File: src/rtl/ray_sched_pkg.sv
// Shared types and widths for the ray scheduler and the ray-step pipeline it feeds.
// Position is unsigned fixed point with 7 fractional bits; slopes are signed.
package ray_sched_pkg;

  localparam int LAT_DEFAULT     = 6;
  localparam int NUM_PIX_DEFAULT = 307200;

  localparam int POS_W   = 16;
  localparam int SLOPE_W = 20;
  localparam int ADDR_W  = 20;
  localparam int BLK_W   = 4;
  localparam int TEX_W   = 13;
  localparam int CNT_W   = 20;

  typedef enum logic [1:0] {
    ST_IDLE,
    ST_PREP,
    ST_RUN,
    ST_DRAIN
  } state_e;

  // One pipeline slot worth of ray state.
  typedef struct packed {
    logic [POS_W-1:0]          pos_x;
    logic [POS_W-1:0]          pos_y;
    logic [POS_W-1:0]          pos_z;
    logic signed [SLOPE_W-1:0] slope_x;
    logic signed [SLOPE_W-1:0] slope_y;
    logic signed [SLOPE_W-1:0] slope_z;
    logic [ADDR_W-1:0]         pixel_addr;
    logic [BLK_W-1:0]          block_cnt;
  } ray_t;

endpackage

File: src/rtl/ray_sched.sv
// Frame scheduler for the ray-step pipeline: injects new rays, recirculates unfinished
// rays with priority, and writes finished rays to the frame buffer.
module ray_sched
  import ray_sched_pkg::*;
#(
  parameter int LAT     = LAT_DEFAULT,
  parameter int NUM_PIX = NUM_PIX_DEFAULT
) (
  input  logic                      clk,
  input  logic                      rst,
  input  logic                      frame_start,
  output logic                      busy,
  output logic                      frame_done,
  input  logic                      ray_valid,
  output logic                      ray_ready,
  input  logic [POS_W-1:0]          ray_pos_x,
  input  logic [POS_W-1:0]          ray_pos_y,
  input  logic [POS_W-1:0]          ray_pos_z,
  input  logic signed [SLOPE_W-1:0] ray_slope_x,
  input  logic signed [SLOPE_W-1:0] ray_slope_y,
  input  logic signed [SLOPE_W-1:0] ray_slope_z,
  input  logic [ADDR_W-1:0]         ray_pixel_addr,
  output logic                      pp_prepare_flag,
  output logic [POS_W-1:0]          pp_start_pos_x,
  output logic [POS_W-1:0]          pp_start_pos_y,
  output logic [POS_W-1:0]          pp_start_pos_z,
  output logic signed [SLOPE_W-1:0] pp_ray_slope_x,
  output logic signed [SLOPE_W-1:0] pp_ray_slope_y,
  output logic signed [SLOPE_W-1:0] pp_ray_slope_z,
  output logic [ADDR_W-1:0]         pp_pixel_addr,
  output logic [BLK_W-1:0]          pp_block_cnt,
  input  logic [POS_W-1:0]          pp_end_pos_x,
  input  logic [POS_W-1:0]          pp_end_pos_y,
  input  logic [POS_W-1:0]          pp_end_pos_z,
  input  logic signed [SLOPE_W-1:0] pp_ray_slope_out_x,
  input  logic signed [SLOPE_W-1:0] pp_ray_slope_out_y,
  input  logic signed [SLOPE_W-1:0] pp_ray_slope_out_z,
  input  logic [ADDR_W-1:0]         pp_pixel_addr_out,
  input  logic [BLK_W-1:0]          pp_block_cnt_out,
  input  logic [TEX_W-1:0]          pp_texture_addr,
  input  logic                      pp_next_en,
  output logic                      pix_we,
  output logic [ADDR_W-1:0]         pix_addr,
  output logic [TEX_W-1:0]          pix_tex_addr
);

  localparam int                PREP_W    = $clog2(LAT + 1);
  localparam logic [PREP_W-1:0] PREP_LAST = PREP_W'(LAT - 1);
  localparam logic [CNT_W-1:0]  NUM_PIX_C = CNT_W'(NUM_PIX);

  state_e            state_q, state_d;
  logic [LAT-1:0]    vsr_q, vsr_d;
  logic [CNT_W-1:0]  issued_q, issued_d;
  logic [CNT_W-1:0]  retired_q, retired_d;
  logic [PREP_W-1:0] prep_cnt_q, prep_cnt_d;
  logic              frame_done_q, frame_done_d;
  logic              pix_we_q, pix_we_d;
  logic [ADDR_W-1:0] pix_addr_q, pix_addr_d;
  logic [TEX_W-1:0]  pix_tex_q, pix_tex_d;

  logic active;
  logic head_valid;
  logic recirc;
  logic retire;
  logic accept;
  ray_t new_ray;
  ray_t back_ray;
  ray_t pp_ray;

  // Slot arbitration: a valid slot that is not finished must go straight back in.
  always_comb begin
    active     = (state_q == ST_RUN) || (state_q == ST_DRAIN);
    head_valid = active && vsr_q[LAT-1];
    recirc     = head_valid && !pp_next_en;
    retire     = head_valid && pp_next_en && (retired_q < NUM_PIX_C);
    ray_ready  = (state_q == ST_RUN) && !recirc && (issued_q < NUM_PIX_C);
    accept     = ray_ready && ray_valid;
  end

  always_comb begin
    new_ray = '{
      pos_x:      ray_pos_x,
      pos_y:      ray_pos_y,
      pos_z:      ray_pos_z,
      slope_x:    ray_slope_x,
      slope_y:    ray_slope_y,
      slope_z:    ray_slope_z,
      pixel_addr: ray_pixel_addr,
      block_cnt:  '0
    };
    back_ray = '{
      pos_x:      pp_end_pos_x,
      pos_y:      pp_end_pos_y,
      pos_z:      pp_end_pos_z,
      slope_x:    pp_ray_slope_out_x,
      slope_y:    pp_ray_slope_out_y,
      slope_z:    pp_ray_slope_out_z,
      pixel_addr: pp_pixel_addr_out,
      block_cnt:  pp_block_cnt_out
    };
    if (recirc) begin
      pp_ray = back_ray;
    end else if (accept) begin
      pp_ray = new_ray;
    end else begin
      pp_ray = '0;
    end
  end

  assign pp_start_pos_x  = pp_ray.pos_x;
  assign pp_start_pos_y  = pp_ray.pos_y;
  assign pp_start_pos_z  = pp_ray.pos_z;
  assign pp_ray_slope_x  = pp_ray.slope_x;
  assign pp_ray_slope_y  = pp_ray.slope_y;
  assign pp_ray_slope_z  = pp_ray.slope_z;
  assign pp_pixel_addr   = pp_ray.pixel_addr;
  assign pp_block_cnt    = pp_ray.block_cnt;

  assign busy            = (state_q != ST_IDLE);
  assign pp_prepare_flag = (state_q == ST_IDLE) || (state_q == ST_PREP);
  assign frame_done      = frame_done_q;
  assign pix_we          = pix_we_q;
  assign pix_addr        = pix_addr_q;
  assign pix_tex_addr    = pix_tex_q;

  // NOTE: every signal gets a default before the case so no path leaves it unassigned,
  // which would otherwise infer a latch.
  always_comb begin
    state_d      = state_q;
    vsr_d        = vsr_q;
    issued_d     = issued_q;
    retired_d    = retired_q;
    prep_cnt_d   = prep_cnt_q;
    frame_done_d = 1'b0;
    pix_we_d     = retire;
    pix_addr_d   = retire ? pp_pixel_addr_out : pix_addr_q;
    pix_tex_d    = retire ? pp_texture_addr : pix_tex_q;

    unique case (state_q)
      ST_IDLE: begin
        vsr_d = '0;
        if (frame_start) begin
          state_d    = ST_PREP;
          issued_d   = '0;
          retired_d  = '0;
          prep_cnt_d = '0;
        end
      end
      ST_PREP: begin
        vsr_d      = '0;
        prep_cnt_d = prep_cnt_q + 1'b1;
        if (prep_cnt_q == PREP_LAST) begin
          state_d = ST_RUN;
        end
      end
      ST_RUN, ST_DRAIN: begin
        vsr_d = LAT'({vsr_q, recirc | accept});
        if (accept) begin
          issued_d = issued_q + 1'b1;
        end
        if (retire) begin
          retired_d = retired_q + 1'b1;
        end
        if (state_q == ST_RUN) begin
          if (issued_q == NUM_PIX_C) begin
            state_d = ST_DRAIN;
          end
        end else if (retired_q == NUM_PIX_C) begin
          state_d      = ST_IDLE;
          frame_done_d = 1'b1;
        end
      end
      default: state_d = ST_IDLE;
    endcase
  end

  // NOTE: sequential state uses non-blocking assignments so every flop samples the
  // pre-edge value of every other flop regardless of statement order.
  always_ff @(posedge clk or posedge rst) begin
    if (rst) begin
      state_q      <= ST_IDLE;
      vsr_q        <= '0;
      issued_q     <= '0;
      retired_q    <= '0;
      prep_cnt_q   <= '0;
      frame_done_q <= 1'b0;
      pix_we_q     <= 1'b0;
      pix_addr_q   <= '0;
      pix_tex_q    <= '0;
    end else begin
      state_q      <= state_d;
      vsr_q        <= vsr_d;
      issued_q     <= issued_d;
      retired_q    <= retired_d;
      prep_cnt_q   <= prep_cnt_d;
      frame_done_q <= frame_done_d;
      pix_we_q     <= pix_we_d;
      pix_addr_q   <= pix_addr_d;
      pix_tex_q    <= pix_tex_d;
    end
  end

endmodule

File: config.mk
export PLATFORM = sky130hd
export DESIGN_NAME = ray_sched
export DESIGN_NICKNAME = d
export VERILOG_FILES = /design/src/rtl/ray_sched_pkg.sv /design/src/rtl/ray_sched.sv
export SDC_FILE = /design/constraint.sdc
export NUM_CORES = 1
export LEC_CHECK = 0
export ABC_AREA = 1
export CORE_AREA = 2 2 172 174
export DETAILED_ROUTE_END_ITERATION = 8
export DIE_AREA = 0 0 174 176
export GPL_TIMING_DRIVEN = 1
export SYNTH_ARGS = -nofsm -noshare
export SYNTH_HDL_FRONTEND = slang
export SYNTH_SLANG_ARGS = --single-unit
File: constraint.sdc
create_clock -name clk -period 6.4 [get_ports clk]
set_input_delay 1.28 -clock clk [delete_from_list [all_inputs] [get_ports clk]]
set_output_delay 1.28 -clock clk [all_outputs]
set_load 0.05 [all_outputs]
; After elaboration in Yosys (flattened, before gate mapping)
; Cells that the tools add are included.
[totals]
ff_bits = 86
latch_bits = 0
ramBits = 0
romBits = 0
input_bits = 278
output_inout_bits = 170
word_cells = 67
n_memories = 0
[op_classes]
addsub = 3
multipliers = 0
n_div = 0
n_lt_le_gt_ge = 2
n_eq_ne = 12
n_shift = 0
muxes = 19
bitwise_logic = 1
reduce_logical = 21
[op_table]
columns = cell, count
row1 = two-way mux 132 bit, 2
row2 = one-hot mux 20 bit (2 select lines), 2
row3 = two-way mux 20 bit, 3
row4 = "adder 20 x 1 -> 20 bit, second input constant", 2
row5 = "== test 20 x 19 -> 1 bit, second input constant", 2
row6 = "< comparator 20 x 19 -> 1 bit, second input constant", 2
row7 = one-hot mux 6 bit (2 select lines), 1
row8 = two-way mux 2 bit, 5
row9 = logical AND 1 bit, 7
row10 = "inequality test 2 bit, second input constant", 3
row11 = "inequality test 3 bit, second input constant", 2
row12 = one-hot mux 2 bit (3 select lines), 1
row13 = one-hot mux 3 bit (2 select lines), 1
row14 = AND reduction 3 bit, 2
row15 = nonzero test 2 bit, 3
row16 = "== test 2 bit, second input constant", 2
row17 = AND reduction 4 bit, 1
row18 = OR reduction 2 bit, 2
row19 = "adder 3 x 1 -> 3 bit, second input constant", 1
row20 = "== test 3 bit, second input constant", 1
row21 = two-way mux 1 bit, 3
row22 = two-way mux 3 bit, 1
row23 = "== test 2 x 1 -> 1 bit, second input constant", 1
row24 = zero test 1 bit, 2
row25 = other kinds (5), 6

; Logic depth before layout (Yosys ltp)
[logic_depth]
depth_word = 10
ltp_mapped = 13
mapped_depth_nobuf = 11

; Worst setup path after synthesis
; Ideal clock, no wire load.
[synth_path]
path_type = input to output
start = input port pp_next_en
end = output port pp_pixel_addr[15]
t_arrival_ps = 3044
t_required_ps = 5120
path_slack_ps = 2076
path_stages = 5
path_buffers = 2
cell_sequence = nor3_2 -> buf_2 -> inv_1 -> clkbuf_1 -> o21ai_0
[synth_between]
elab_chain_cells = 8
[synth_lines]
columns = element, line
row1 = from (decl), ray_sched.sv:41  ; input logic pp_next_en,
row2 = zero test 1 bit *, ray_sched.sv:74  ; recirc = head_valid && !pp_next_en;
row3 = logical AND 1 bit *, ray_sched.sv:74
row4 = zero test 1 bit, ray_sched.sv:76  ; ray_ready = (state_q == ST_RUN) && !recirc && (issued_q < NUM_PIX_C);
row5 = logical AND 1 bit (2 in series), ray_sched.sv:76
row6 = logical AND 1 bit, ray_sched.sv:77  ; accept = ray_ready && ray_valid;
row7 = two-way mux 132 bit, ray_sched.sv:103  ; end else if (accept) begin
row8 = two-way mux 132 bit *, ray_sched.sv:101  ; if (recirc) begin
row9 = to (decl), ray_sched.sv:30  ; output logic [ADDR_W-1:0] pp_pixel_addr,
; Mark *: on every way between the ends. The rest lies on a longest branch, timed or not.

; Final worst setup path
[layout_path]
start = input port ray_valid
end = output port pp_start_pos_y[7]
[layout_between]
elab_chain_cells = 3
[layout_lines]
columns = element, line
row1 = from (decl), ray_sched.sv:14  ; input logic ray_valid,
row2 = logical AND 1 bit, ray_sched.sv:77
row3 = two-way mux 132 bit, ray_sched.sv:103
row4 = two-way mux 132 bit, ray_sched.sv:101
row5 = to (decl), ray_sched.sv:25  ; output logic [POS_W-1:0] pp_start_pos_y,
; No other way between the ends.

==> results.json <==
{
  "wl_per_cell_um": 18.5,
  "skew_ps": 10.7,
  "relSlewSlack_pct": 33.8,
  "power.density_mw_per_mm2": 226,
  "hold_ws_ps": 469,
  "placementRows": 62,
  "synth-seq-cells": 86,
  "dr.pass1.iters": 8,
  "final-setup-viol-count": 0,
  "crit_arrival_ps": 4300,
  "critPathTopFamily": "buffers and inverters",
  "tns_ps": 0,
  "vias_per_cell": 4.31,
  "cts_setup_buffers": 0,
  "synth_commonest_cells": "nand2_1 (336), inv_1 (183), o21ai_0 (158)",
  "netSwitchingPower_mw": 1.22,
  "worstMarginPinSlew_ps": 989,
  "vias": 7961,
  "async_flop_share_pct": 100,
  "route.detailed.drc": 0,
  "grt_pass1_wl_um": 48700,
  "htree_num_levels": 3,
  "crit_path_top_delay_cell": "clkdlybuf4s50_1",
  "reg2reg_to": "retired_q[15]",
  "ys.flop_type": "dfrtp_1",
  "power_frac_seq_pct": 24.4,
  "crit_path_end_kind": "output port",
  "crit_start": "ray_valid",
  "area_growth_pct": 80.7,
  "peakVddDrop_mv": 0.152,
  "fmax_mhz": 179,
  "path_clk_slew_ps": 60,
  "die_width_um": 174,
  "overflow": 0,
  "io_buffers": 447,
  "finalCritPeriodShare_pct": 87.3,
  "syn_avg_cell_area_um2": 6.18,
  "power_frac_comb_pct": 54.8,
  "nNetsFinal": 1736,
  "detail_route.iter0.violations": 636,
  "maxCapViolCount": 0,
  "max_stage_delay_ps": 940,
  "ys_top_cells_by_area": "dfrtp_1 (34%), nand2_1 (20%), o21ai_0 (12%), inv_1 (11%), nor2_1 (5.0%)",
  "antenna_found_initial": 17,
  "regToRegSetupSlack_ps": 3250,
  "cp.required_ps": 5120,
  "holdCritPathClass": "register to register",
  "total_power_mw": 2.60,
  "wirelength_um": 34200,
  "critPathBufInv": 4,
  "p_leak_nw": 4.99,
  "status": "complete, no violations",
  "grt.total_usage_pct": 21.5,
  "cts_tree": "done",
  "clockBufferDepth": 2,
  "cp_max_fo": 64,
  "synthesis.area_mm2": 0.00637,
  "grt_max_degree": 110,
  "yosys_warnings": 0,
  "ctsRootBufferMaster": "clkbuf_16",
  "rr_worst_depth": 11,
  "regToRegStartpoint": "state_q[0]",
  "die_area_mm2": 0.0306,
  "crit_chain": "clkdlybuf4s50_1, buf_4, nand3_4, buf_12, o21ai_0, clkdlybuf4s50_1",
  "critPathKind": "primary input to output port",
  "intPower_mw": 1.37,
  "initial_core_util_pct": 22.3,
  "fin_crit_ps": 5580,
  "fillers": 3096,
  "yosysMostFrequentCell": "nand2_1",
  "hold_buffers": 0,
  "ios": 448,
  "clock-sinks": 86,
  "place_congestion": 0.967,
  "clk_latency_ps": 340,
  "coreArea_mm2": 0.0285,
  "p_sw_share_pct": 47.2,
  "drive_above_1_share_pct": 3.03,
  "synth_nets": 1319,
  "numCtsBuffers": 9,
  "die_y_um": 176,
  "hold_violations": 0,
  "synth_edf_count": 0,
  "syn-instance-count": 1031,
  "crit_top_cell": "clkdlybuf4s50_1",
  "rsz0062_at_grt": "false",
  "cp-start-kind": "primary input",
  "ys_types": 29,
  "grt_pass1_vias": 7750,
  "ctsResizeCount": 0,
  "crit_cells": 6,
  "seq_area_frac_synth_pct": 33.8,
  "postRouteAntennaNets": 0,
  "hpwlAfterDp_um": 28700,
  "synth_top_area_share_pct": 33.8,
  "yosys.area.top_type": "dfrtp_1",
  "critPathCapture": "pp_start_pos_y[7]",
  "clock_power_share_pct": 20.9,
  "drv_slew": 0
}
-- metrics by stage --
stage               cells  utilization, %  cell area (um2)  setup WS, ps
global placement     1821            39.2            11200           765
finish               1845            40.3            11500           815
detailed placement   1821            39.2            11200           768
global route         1838            40.2            11500           643
CTS                  1837            40.2            11500           764
floorplan            1031               -             6370          2080
-- cell type report --
class                           instances  area [um2]  area share [%]
Clock inverter                          6        68.8           0.598
Clock buffer                           10         239            2.08
Tap cell                              384         480            4.18
Multi-Input combinational cell        714        3320            28.8
Sequential cell                        86        2150            18.7
Inverter                              185         696            6.05
Antenna cell                            8        20.0           0.174
Timing Repair Buffer                  452        4530            39.4
-- sequential cells by signal, summed over array words and instances, names as in the netlist --
name,count
issued_q,20
pix_addr,20
retired_q,20
pix_tex_addr,13
vsr_q,6
prep_cnt_q,3
state_q,2
frame_done,1
pix_we,1
-- how the worst min path moves through the flow --
stage,start,endpoint,depth (start not counted)
4_1_cts,vsr_q[2],vsr_q[3],2
2_1_floorplan,prep_cnt_q[2],prep_cnt_q[2],1
3_5_place_dp,vsr_q[2],vsr_q[3],2
6_report,vsr_q[2],vsr_q[3],2
5_1_grt,vsr_q[2],vsr_q[3],2
3_3_place_gp,vsr_q[2],vsr_q[3],2
-- power by group through the flow --
| stage | Combinational [mW] | Clock (mW) | Sequential (mW) |
|---|---|---|---|
| finish | 1.42 | 0.542 | 0.633 |
| global route | 1.53 | 0.582 | 0.642 |
| CTS | 1.44 | 0.560 | 0.633 |
| detailed placement | 1.43 | 0 | 0.643 |
| global placement | 1.43 | 0 | 0.641 |
| floorplan | 0.886 | 0 | 0.648 |
-- logic make-up after synthesis --
logic type | count (synthesis) | share of synthesized area [%]
buffers and inverters | 231 | 14.3
AOI/OAI and AO/OA | 187 | 15.2
DFF | 86 | 33.8
xor gates and xnor gates | 25 | 3.44
adders and majority gates | 10 | 1.97
and+or+nand+nor | 492 | 31.2
-- worst reg2reg max path: stages (launching register included) --
cell	delay, ps
dfrtp_1	390
inv_1	90
ha_1	280
nor2_2	220
buf_4	330
nor3_2	90
nand2_2	720
nand2_2	180
nand2_2	320
inv_2	230
nand3_1	120
nand2_1	80
-- layer usage --
metal	global-route usage (%)	wire length [um]	up-vias	share of wire, %
met5	0	94	-	0.28
met4	4.45	538	14	1.6
met3	7.84	3620	36	11
met2	35.4	15900	300	47
met1	27.0	14000	3617	41
li1	-	-	3994	-
-- layout by cell type, fill, tap and decap left out, types with 2 or more instances in the layout --
cell type / n
nand2_2: 3
dfrtp_1: 86
xor2_1: 24
clkinv_4: 2
o21ai_1: 14
buf_12: 2
nor2_1: 85
nand3_1: 49
clkdlybuf4s50_1: 446
nand3b_1: 2
nand4_1: 7
inv_1: 182
clkinv_2: 2
a21oi_1: 5
o21ai_0: 158
nor2_2: 2
inv_2: 2
nand2_4: 2
nand2_1: 336
buf_4: 4
diode_2: 8
o21ai_2: 9
clkbuf_16: 9
ha_1: 10
Power figures use the tool's default switching activity.
